File: config.mk
export PLATFORM = sky130hd
export DESIGN_NAME = nonconsec_pulse_gen_flat
export DESIGN_NICKNAME = d
export VERILOG_FILES = /design/src/rtl/nonconsec_pulse_gen_pkg.sv /design/src/rtl/nonconsec_pulse_gen_if.sv /design/src/rtl/nonconsec_pulse_gen_gap_timer.sv /design/src/rtl/nonconsec_pulse_gen.sv /design/src/flat_wrapper.sv
export SDC_FILE = /design/constraint.sdc
export NUM_CORES = 1
export LEC_CHECK = 0
export CAP_MARGIN = 40
export CORE_MARGIN = 10
export CORE_UTILIZATION = 40
export DETAILED_ROUTE_END_ITERATION = 16
export SLEW_MARGIN = 20
export SYNTH_ARGS = -nofsm -noshare
export SYNTH_HDL_FRONTEND = slang
export SYNTH_HIERARCHICAL = 1
export SYNTH_SLANG_ARGS = --single-unit
File: constraint.sdc
create_clock -name clk -period 2.1 [get_ports clk]
set_input_delay 0.315 -clock clk [delete_from_list [all_inputs] [get_ports clk]]
set_output_delay 0.315 -clock clk [all_outputs]
set_load 0.05 [all_outputs]
File: src/rtl/nonconsec_pulse_gen_pkg.sv
`default_nettype none
// +-----------------------------------------------------------------------+
// | nonconsec_pkg : shared types for the non-consecutive pulse generator  |
// | Rev 1.0                                                               |
// +-----------------------------------------------------------------------+
package nonconsec_pkg;

  typedef enum logic [2:0] {
    IDLE  = 3'd0,
    OPEN  = 3'd1,
    LEAD  = 3'd2,
    PULSE = 3'd3,
    GAP   = 3'd4,
    TAIL  = 3'd5,
    CLOSE = 3'd6
  } state_t;

  // Substituted for a requested gap of zero so a_out can never repeat back to back.
  localparam int DEFAULT_GAP = 1;

  function automatic logic is_wait_state(input state_t s);
    return (s == LEAD) || (s == GAP) || (s == TAIL);
  endfunction

endpackage
`default_nettype wire

File: src/rtl/nonconsec_pulse_gen_if.sv
`default_nettype none
// +-----------------------------------------------------------------------+
// | nonconsec_pulse_gen_if : control/strobe bundle of the pulse generator |
// | Rev 1.0                                                               |
// +-----------------------------------------------------------------------+
interface nonconsec_pulse_gen_if #(
  parameter int CNT_W = 2,
  parameter int GAP_W = 4
);
  logic             start;
  logic [CNT_W-1:0] num_pulses;
  logic [GAP_W-1:0] gap;
  logic             abort;
  logic             b_out;
  logic             a_out;
  logic             busy;
  logic             done;
  logic             err;

  modport master (
    output start, num_pulses, gap, abort,
    input  b_out, a_out, busy, done, err
  );

  modport slave (
    input  start, num_pulses, gap, abort,
    output b_out, a_out, busy, done, err
  );
endinterface
`default_nettype wire

File: src/rtl/nonconsec_pulse_gen_gap_timer.sv
`default_nettype none
// +-----------------------------------------------------------------------+
// | gap_timer : down-counter timing the idle stretches of a burst         |
// | Rev 1.0                                                               |
// +-----------------------------------------------------------------------+
module gap_timer #(
  parameter int GAP_W = 4
) (
  input  logic             clk,
  input  logic             rst,
  input  logic             load,
  input  logic [GAP_W-1:0] g_r,
  output logic             expire
);

  logic [GAP_W-1:0] cnt_r;

  // Loading g_r-1 makes expire assert in the g_r-th cycle of the wait state.
  always_ff @(posedge clk) begin
    if (rst) begin
      cnt_r <= '0;
    end else if (load) begin
      cnt_r <= g_r - GAP_W'(1);
    end else if (cnt_r != '0) begin
      cnt_r <= cnt_r - GAP_W'(1);
    end
  end

  assign expire = (cnt_r == '0);

endmodule
`default_nettype wire

File: src/rtl/nonconsec_pulse_gen.sv
`default_nettype none
// +-----------------------------------------------------------------------+
// | nonconsec_pulse_gen : b strobe, N spaced a pulses, closing b strobe   |
// | Rev 1.0                                                               |
// +-----------------------------------------------------------------------+
module nonconsec_pulse_gen
  import nonconsec_pkg::*;
#(
  parameter int MAX_PULSES = 3,
  parameter int CNT_W      = 2,
  parameter int GAP_W      = 4
) (
  input  logic                 clk,
  input  logic                 rst,
  nonconsec_pulse_gen_if.slave bus
);

  localparam logic [CNT_W:0] MAX_N = (CNT_W+1)'(MAX_PULSES);

  state_t           state_r;
  state_t           state_nxt;
  logic [CNT_W-1:0] n_r;
  logic [GAP_W-1:0] g_r;
  logic [CNT_W-1:0] pcnt_r;
  logic             done_r;
  logic             err_r;

  logic             start_idle;
  logic             n_legal;
  logic             accept;
  logic             reject;
  logic [CNT_W:0]   pcnt_inc;
  logic             last_pulse;
  logic             timer_load;
  logic             timer_expire;

  assign start_idle = (state_r == IDLE) && bus.start;
  assign n_legal    = (bus.num_pulses != '0) && ({1'b0, bus.num_pulses} <= MAX_N);
  assign accept     = start_idle && n_legal;
  assign reject     = start_idle && !n_legal;

  // Widened so the final increment cannot wrap before the compare.
  assign pcnt_inc   = {1'b0, pcnt_r} + (CNT_W+1)'(1);
  assign last_pulse = (pcnt_inc == {1'b0, n_r});

  assign timer_load = is_wait_state(state_nxt) && (state_nxt != state_r);

  gap_timer #(
    .GAP_W (GAP_W)
  ) u_gap_timer (
    .clk    (clk),
    .rst    (rst),
    .load   (timer_load),
    .g_r    (g_r),
    .expire (timer_expire)
  );

  always_ff @(posedge clk) begin
    if (rst) begin
      state_r <= IDLE;
      n_r     <= '0;
      g_r     <= '0;
      pcnt_r  <= '0;
      done_r  <= 1'b0;
      err_r   <= 1'b0;
    end else begin
      state_r <= state_nxt;
      done_r  <= (state_r == CLOSE) && !bus.abort;
      err_r   <= reject;
      if (accept) begin
        n_r    <= bus.num_pulses;
        g_r    <= (bus.gap == '0) ? GAP_W'(DEFAULT_GAP) : bus.gap;
        pcnt_r <= '0;
      end else if (state_r == PULSE) begin
        pcnt_r <= pcnt_inc[CNT_W-1:0];
      end
    end
  end

  always_comb begin
    state_nxt = state_r;
    if ((state_r != IDLE) && bus.abort) begin
      state_nxt = IDLE;
    end else begin
      case (state_r)
        IDLE:      if (accept) state_nxt = OPEN;
        OPEN:      state_nxt = LEAD;
        LEAD, GAP: if (timer_expire) state_nxt = PULSE;
        PULSE:     state_nxt = last_pulse ? TAIL : GAP;
        TAIL:      if (timer_expire) state_nxt = CLOSE;
        CLOSE:     state_nxt = IDLE;
        default:   state_nxt = IDLE;
      endcase
    end
  end

  always_comb begin
    bus.b_out = (state_r == OPEN) || (state_r == CLOSE);
    bus.a_out = (state_r == PULSE);
    bus.busy  = (state_r != IDLE);
    bus.done  = done_r;
    bus.err   = err_r;
  end

endmodule
`default_nettype wire

File: src/flat_wrapper.sv
// flat-port wrapper written by rule: the top's interface ports become plain ports
module nonconsec_pulse_gen_flat import nonconsec_pkg::*;
#(
  parameter int MAX_PULSES = 3,
  parameter int CNT_W      = 2,
  parameter int GAP_W      = 4
)
  (clk, rst, bus_start, bus_num_pulses, bus_gap, bus_abort, bus_b_out, bus_a_out, bus_busy, bus_done, bus_err);
  nonconsec_pulse_gen_if #(.CNT_W(CNT_W), .GAP_W(GAP_W)) bus_i ();
  input  logic clk;
  input  logic rst;
  input wire logic [$bits(bus_i.start)-1:0] bus_start;
  input wire logic [$bits(bus_i.num_pulses)-1:0] bus_num_pulses;
  input wire logic [$bits(bus_i.gap)-1:0] bus_gap;
  input wire logic [$bits(bus_i.abort)-1:0] bus_abort;
  output wire logic [$bits(bus_i.b_out)-1:0] bus_b_out;
  output wire logic [$bits(bus_i.a_out)-1:0] bus_a_out;
  output wire logic [$bits(bus_i.busy)-1:0] bus_busy;
  output wire logic [$bits(bus_i.done)-1:0] bus_done;
  output wire logic [$bits(bus_i.err)-1:0] bus_err;
  assign bus_i.start = bus_start;
  assign bus_i.num_pulses = bus_num_pulses;
  assign bus_i.gap = bus_gap;
  assign bus_i.abort = bus_abort;
  assign bus_b_out = bus_i.b_out;
  assign bus_a_out = bus_i.a_out;
  assign bus_busy = bus_i.busy;
  assign bus_done = bus_i.done;
  assign bus_err = bus_i.err;
  nonconsec_pulse_gen #(.MAX_PULSES(MAX_PULSES), .CNT_W(CNT_W), .GAP_W(GAP_W)) u_core (.clk(clk), .rst(rst), .bus(bus_i));
endmodule
Word level (Yosys, flattened, before mapping). Cells that the tools add are included.

Register bits: 17. Bits of input ports: 10. Output and inout port bits: 5. Logic and storage cells: 50.

Add/sub/neg operators: 3. Equality and inequality tests: 11. Mux-type cells: 9. Reduce and logical (&&, ||, !) cells: 20.

Operator list (number): $eq A3 B3 Y1 const B (5); $pmux W3 S5 (1); $mux W3 (4); $mux W4 (3); $eq A3 B2 Y1 const B (3); $logic_not A4 Y1 (2); $sub A4 B1 Y4 const B (2); $logic_and A1 B1 Y1 (6); $reduce_bool A2 Y1 (2); $reduce_bool A4 Y1 (1); $reduce_or A2 Y1 (2); $add A2 B1 Y3 const B (1); $eq A3 B1 Y1 const B (1); $eq A3 B2 Y1 (1); $logic_not A3 Y1 (1); $logic_or A1 B1 Y1 (3); $ne A3 B3 Y1 (1); $reduce_bool A3 Y1 (1); $logic_not A1 Y1 (2); $mux W1 (1).

Depth between registers and ports, before layout.
Depth after elaboration: 11. Gate-level depth with buffers: 8. Depth with buffers taken out: 6.

Cells and area by module. The synthesis kept the hierarchy.

Modules (own cells, without submodules): nonconsec_pulse_gen (instances 1, cells each 75, area each 656.9 µm², sequential area each 260.2 µm²); gap_timer (instances 1, cells each 22, area each 222.7 µm², sequential area each 80.1 µm²).

Worst setup path after synthesis. Ideal clock, no wire load.

Kind: reg2out. Start point: register u_core.state_r[1]. End point: output port bus_b_out. Arrival: 1680 ps. Data required time: 1785 ps. Path slack: 105 ps. Stages on the path, launching flop included: 4. Buffers on the path: 1. Cells stage by stage: dfxtp_1 buf_2 nand2b_1 o21ai_0.

Word-level cells in the longest chain between the ends: 2. Elaborated cells between the ends (all ways): 3. Classes of those cells: eq/ne: 2; reduce/logical: 1.

RTL lines: from (decl) (RTL line nonconsec_pulse_gen.sv:20) `state_t state_r;`; from (signal assigned) (RTL line nonconsec_pulse_gen.sv:67) `state_r <= state_nxt;`; $eq A3 B1 Y1 or $eq A3 B3 Y1 (tied branches) (RTL line nonconsec_pulse_gen.sv:98) `bus.b_out = (state_r == OPEN) || (state_r == CLOSE);`; $logic_or A1 B1 Y1 * (RTL line nonconsec_pulse_gen.sv:98); to (decl) (RTL line flat_wrapper.sv:16) `output wire logic [$bits(bus_i.b_out)-1:0] bus_b_out;`.

Every way passes the cells marked *; elsewhere a longest branch is shown, timed or not.

Worst setup path in the final report.
Start point: register u_core.state_r[0]. End point: output port bus_busy.

Word-level cells in the longest chain between the ends: 1.

RTL lines: $reduce_bool A3 Y1 (RTL line nonconsec_pulse_gen.sv:100) `bus.busy = (state_r != IDLE);`; to (decl) (RTL line flat_wrapper.sv:18) `output wire logic [$bits(bus_i.busy)-1:0] bus_busy;`.

Every way passes these cells.

==> results_dict.tcl <==
set metrics [dict create \
    post-route-period-util_pct 96.0 \
    rsz0062_at_grt "false" \
    crit_fanout 5 \
    drc_errors 0 \
    fp.dieH_um 66.9 \
    crit_path_top_delay_cell "clkdlybuf4s50_1" \
    ios 15 \
    synthCells 97 \
    clkLatencyLatePin_ns 0.28 \
    synth_top_flop_cell "dfxtp_1" \
    slowest_delay_ns 0.70 \
    clkPwrFrac_pct 21.1 \
    syn-num-nets 109 \
    nFillCells 198 \
    grt_pass1_wl_um 3050 \
    layout_commonest_cell "dfxtp_1" \
    power_frac_comb_pct 30.0 \
    critical_path.endpoint_type "output pin" \
    slew_headroom_pct 60.2 \
    critPathArrivalTime_ns 1.70 \
    cts.sinks 17 \
    ys_async_sr_fraction_pct 0 \
    hold_slack_ns 0.498 \
    cts_max_level 1 \
    grt_pass1_vias 731 \
    grt_max_degree 17 \
    ys_seq_elements 17 \
    wl_um 1820 \
    ys_types 39 \
    core_um2 2020 \
    fmax_mhz 496 \
    antenna_left 0 \
    syn_to_final_growth_pct 23.2 \
    path_delay_family "buffers and inverters" \
    seqPwrFrac_pct 48.9 \
    yosysSeqAreaShare_pct 38.7 \
    critPathLaunchType "flop" \
    crit_chain "or3_1 > clkdlybuf4s50_1" \
    hold_buffers 0 \
    slew_violations 0 \
    grt.total_usage_pct 8.33 \
    clockRootBuffer "clkbuf_4" \
    cp_data_required_time_ns 1.78 \
    cts_tree "yes" \
    met2_usage_pct 13.6 \
    antenna_found_initial 0 \
    globalRouteMet1Util_pct 10.2 \
    status "completed" \
    holdCritPathClass "flop to flop" \
    grt-busiest-layer "met2" \
    drt_iter0_markers 18 \
    setup_viol 0 \
    die_area_um2 4470 \
    drtPass1Iterations 4 \
    critPathKind "flop to output pin" \
    crit_buf_inv 1 \
    tightest_slew_ns 0.596 \
    fp-row-count 16 \
    gp_congestion 0.813 \
    fin_setup_tns_ns 0 \
    synth.cell_area_um2 880 \
    final_hold_viol_count 0 \
    wl_per_cell_um 12.9 \
    yosys_warnings 6 \
    powerDensity_nw_per_um2 739 \
    via_per_inst 5.23 \
    dp_hpwl_um 1430 \
    post_cts_resized 0 \
    start_util_pct 43.5 \
    die-width_um 66.9 \
    leakagePower_nw 0.430 \
    layout_common_cells "dfxtp_1 (17), clkdlybuf4s50_1 (12), a21oi_1 (9)" \
    p_sw_uw 251 \
    cts_buffer_depth 2 \
    vias 738 \
    synth_edf_count 0 \
    fin_skew_ns 0.00214 \
    cts_buffers 3 \
    final_net_count 127 \
    insertedDiodeCount 0 \
    drive_gt1_share_pct 14.0 \
    synth.avg_cell_area_um2 9.07 \
    port_buffers 14 \
    grt-ovfl-total 0 \
    ir_drop_uv 505 \
    clk_pin_slew_ns 0.09 \
    grtUsageMet3_pct 2.17 \
    cts_setup_buffers 0 \
    drv_cap 0 \
    intPower_uw 550 \
    switching_share_pct 31.3 \
    period_minus_slack_ns 2.02 \
]
final cells by class:
cell class,count,area [µm²],share of cell area (%)
repair buffers,19,173,15.9
flip-flops and latches,17,340,31.4
inverters,5,18.8,1.73
clock buffers,4,26.3,2.42
multi-input cells,69,492,45.4
well taps,27,33.8,3.12
cells in the mapped netlist, drive strengths merged, types with 2 or more instances:
master	number	share of area, %
a21oi	9	5.1
buf	4	2.3
clkbuf	2	0.99
dfxtp	17	39
ha	2	2.8
inv	5	2.1
mux2i	4	4.6
nand2	2	0.85
nand3	3	1.7
nand3b	2	1.7
nor2	4	2.0
nor2b	2	1.4
nor3	7	4.0
nor4	4	5.3
nor4b	2	3.7
o21ai	8	4.6
xor2	4	4.0
layer usage:
layer  wire length (µm)  part of all wire (%)  up-vias
met1                945                    52      334
met2                793                    44       14
met5                  0                     0        -
li1                   -                     -      388
met4                  9                  0.49        0
met3                 74                   4.1        2
through the flow:
| step | util, % | instances | area (µm²) | setup WS [ns] | power [mW] |
|---|---|---|---|---|---|
| 6_report | 53.6 | 141 | 1080 | 0.0834 | 0.801 |
| 5_1_grt | 53.6 | 141 | 1080 | 0.0299 | 0.854 |
| 4_1_cts | 53.6 | 141 | 1080 | 0.0611 | 0.812 |
| 3_5_place_dp | 52.3 | 137 | 1060 | 0.169 | 0.640 |
| 3_3_place_gp | 52.3 | 137 | 1060 | 0.203 | 0.633 |
| 2_1_floorplan | - | 97 | 880 | 0.105 | 0.572 |
flip-flops by register name, indices dropped and copies added (netlist names):
| register | cells |
|---|---|
| u_core/bus.done | 1 |
| u_core/bus.err | 1 |
| u_core/g_r | 4 |
| u_core/n_r | 2 |
| u_core/pcnt_r | 2 |
| u_core/state_r | 3 |
| u_core/u_gap_timer/cnt_r | 4 |
worst paths after layout:
| path | endpoint | from | slack, ns | depth (start not counted) |
|---|---|---|---|---|
| setup / recovery | bus_busy | u_core/state_r[0] | 0.08 | 2 |
| hold / removal | u_core/n_r[1] | u_core/n_r[1] | 0.50 | 2 |
| setup reg to reg | u_core/u_gap_timer/cnt_r[2] | u_core/state_r[2] | 0.35 | 8 |
| hold reg to reg | u_core/n_r[1] | u_core/n_r[1] | 0.50 | 2 |
logic make-up (layout without fill, tap and decap cells):
group	Yosys count	after routing	synth area share [%]
simple gates	33	33	26.3
compound gates	25	25	17.2
flops	17	17	38.7
buf+inv	11	28	5.40
xor+xnor	5	5	4.98
mux	4	4	4.55
fa+ha+maj	2	2	2.84
tightest hold or removal path, stage by stage, from the launching register on:
cell	delay, ns
dfxtp_1	0.33
o21ai_1	0.07
a21oi_1	0.06
power by group through the flow:
stage / sequential, mW / clock (mW) / combinational, mW
6_report: 0.392 / 0.169 / 0.240
5_1_grt: 0.397 / 0.192 / 0.265
4_1_cts: 0.393 / 0.178 / 0.242
3_5_place_dp: 0.400 / 0 / 0.241
3_3_place_gp: 0.399 / 0 / 0.234
2_1_floorplan: 0.393 / 0 / 0.179
Note: power is estimated with default switching activity, not from simulation.
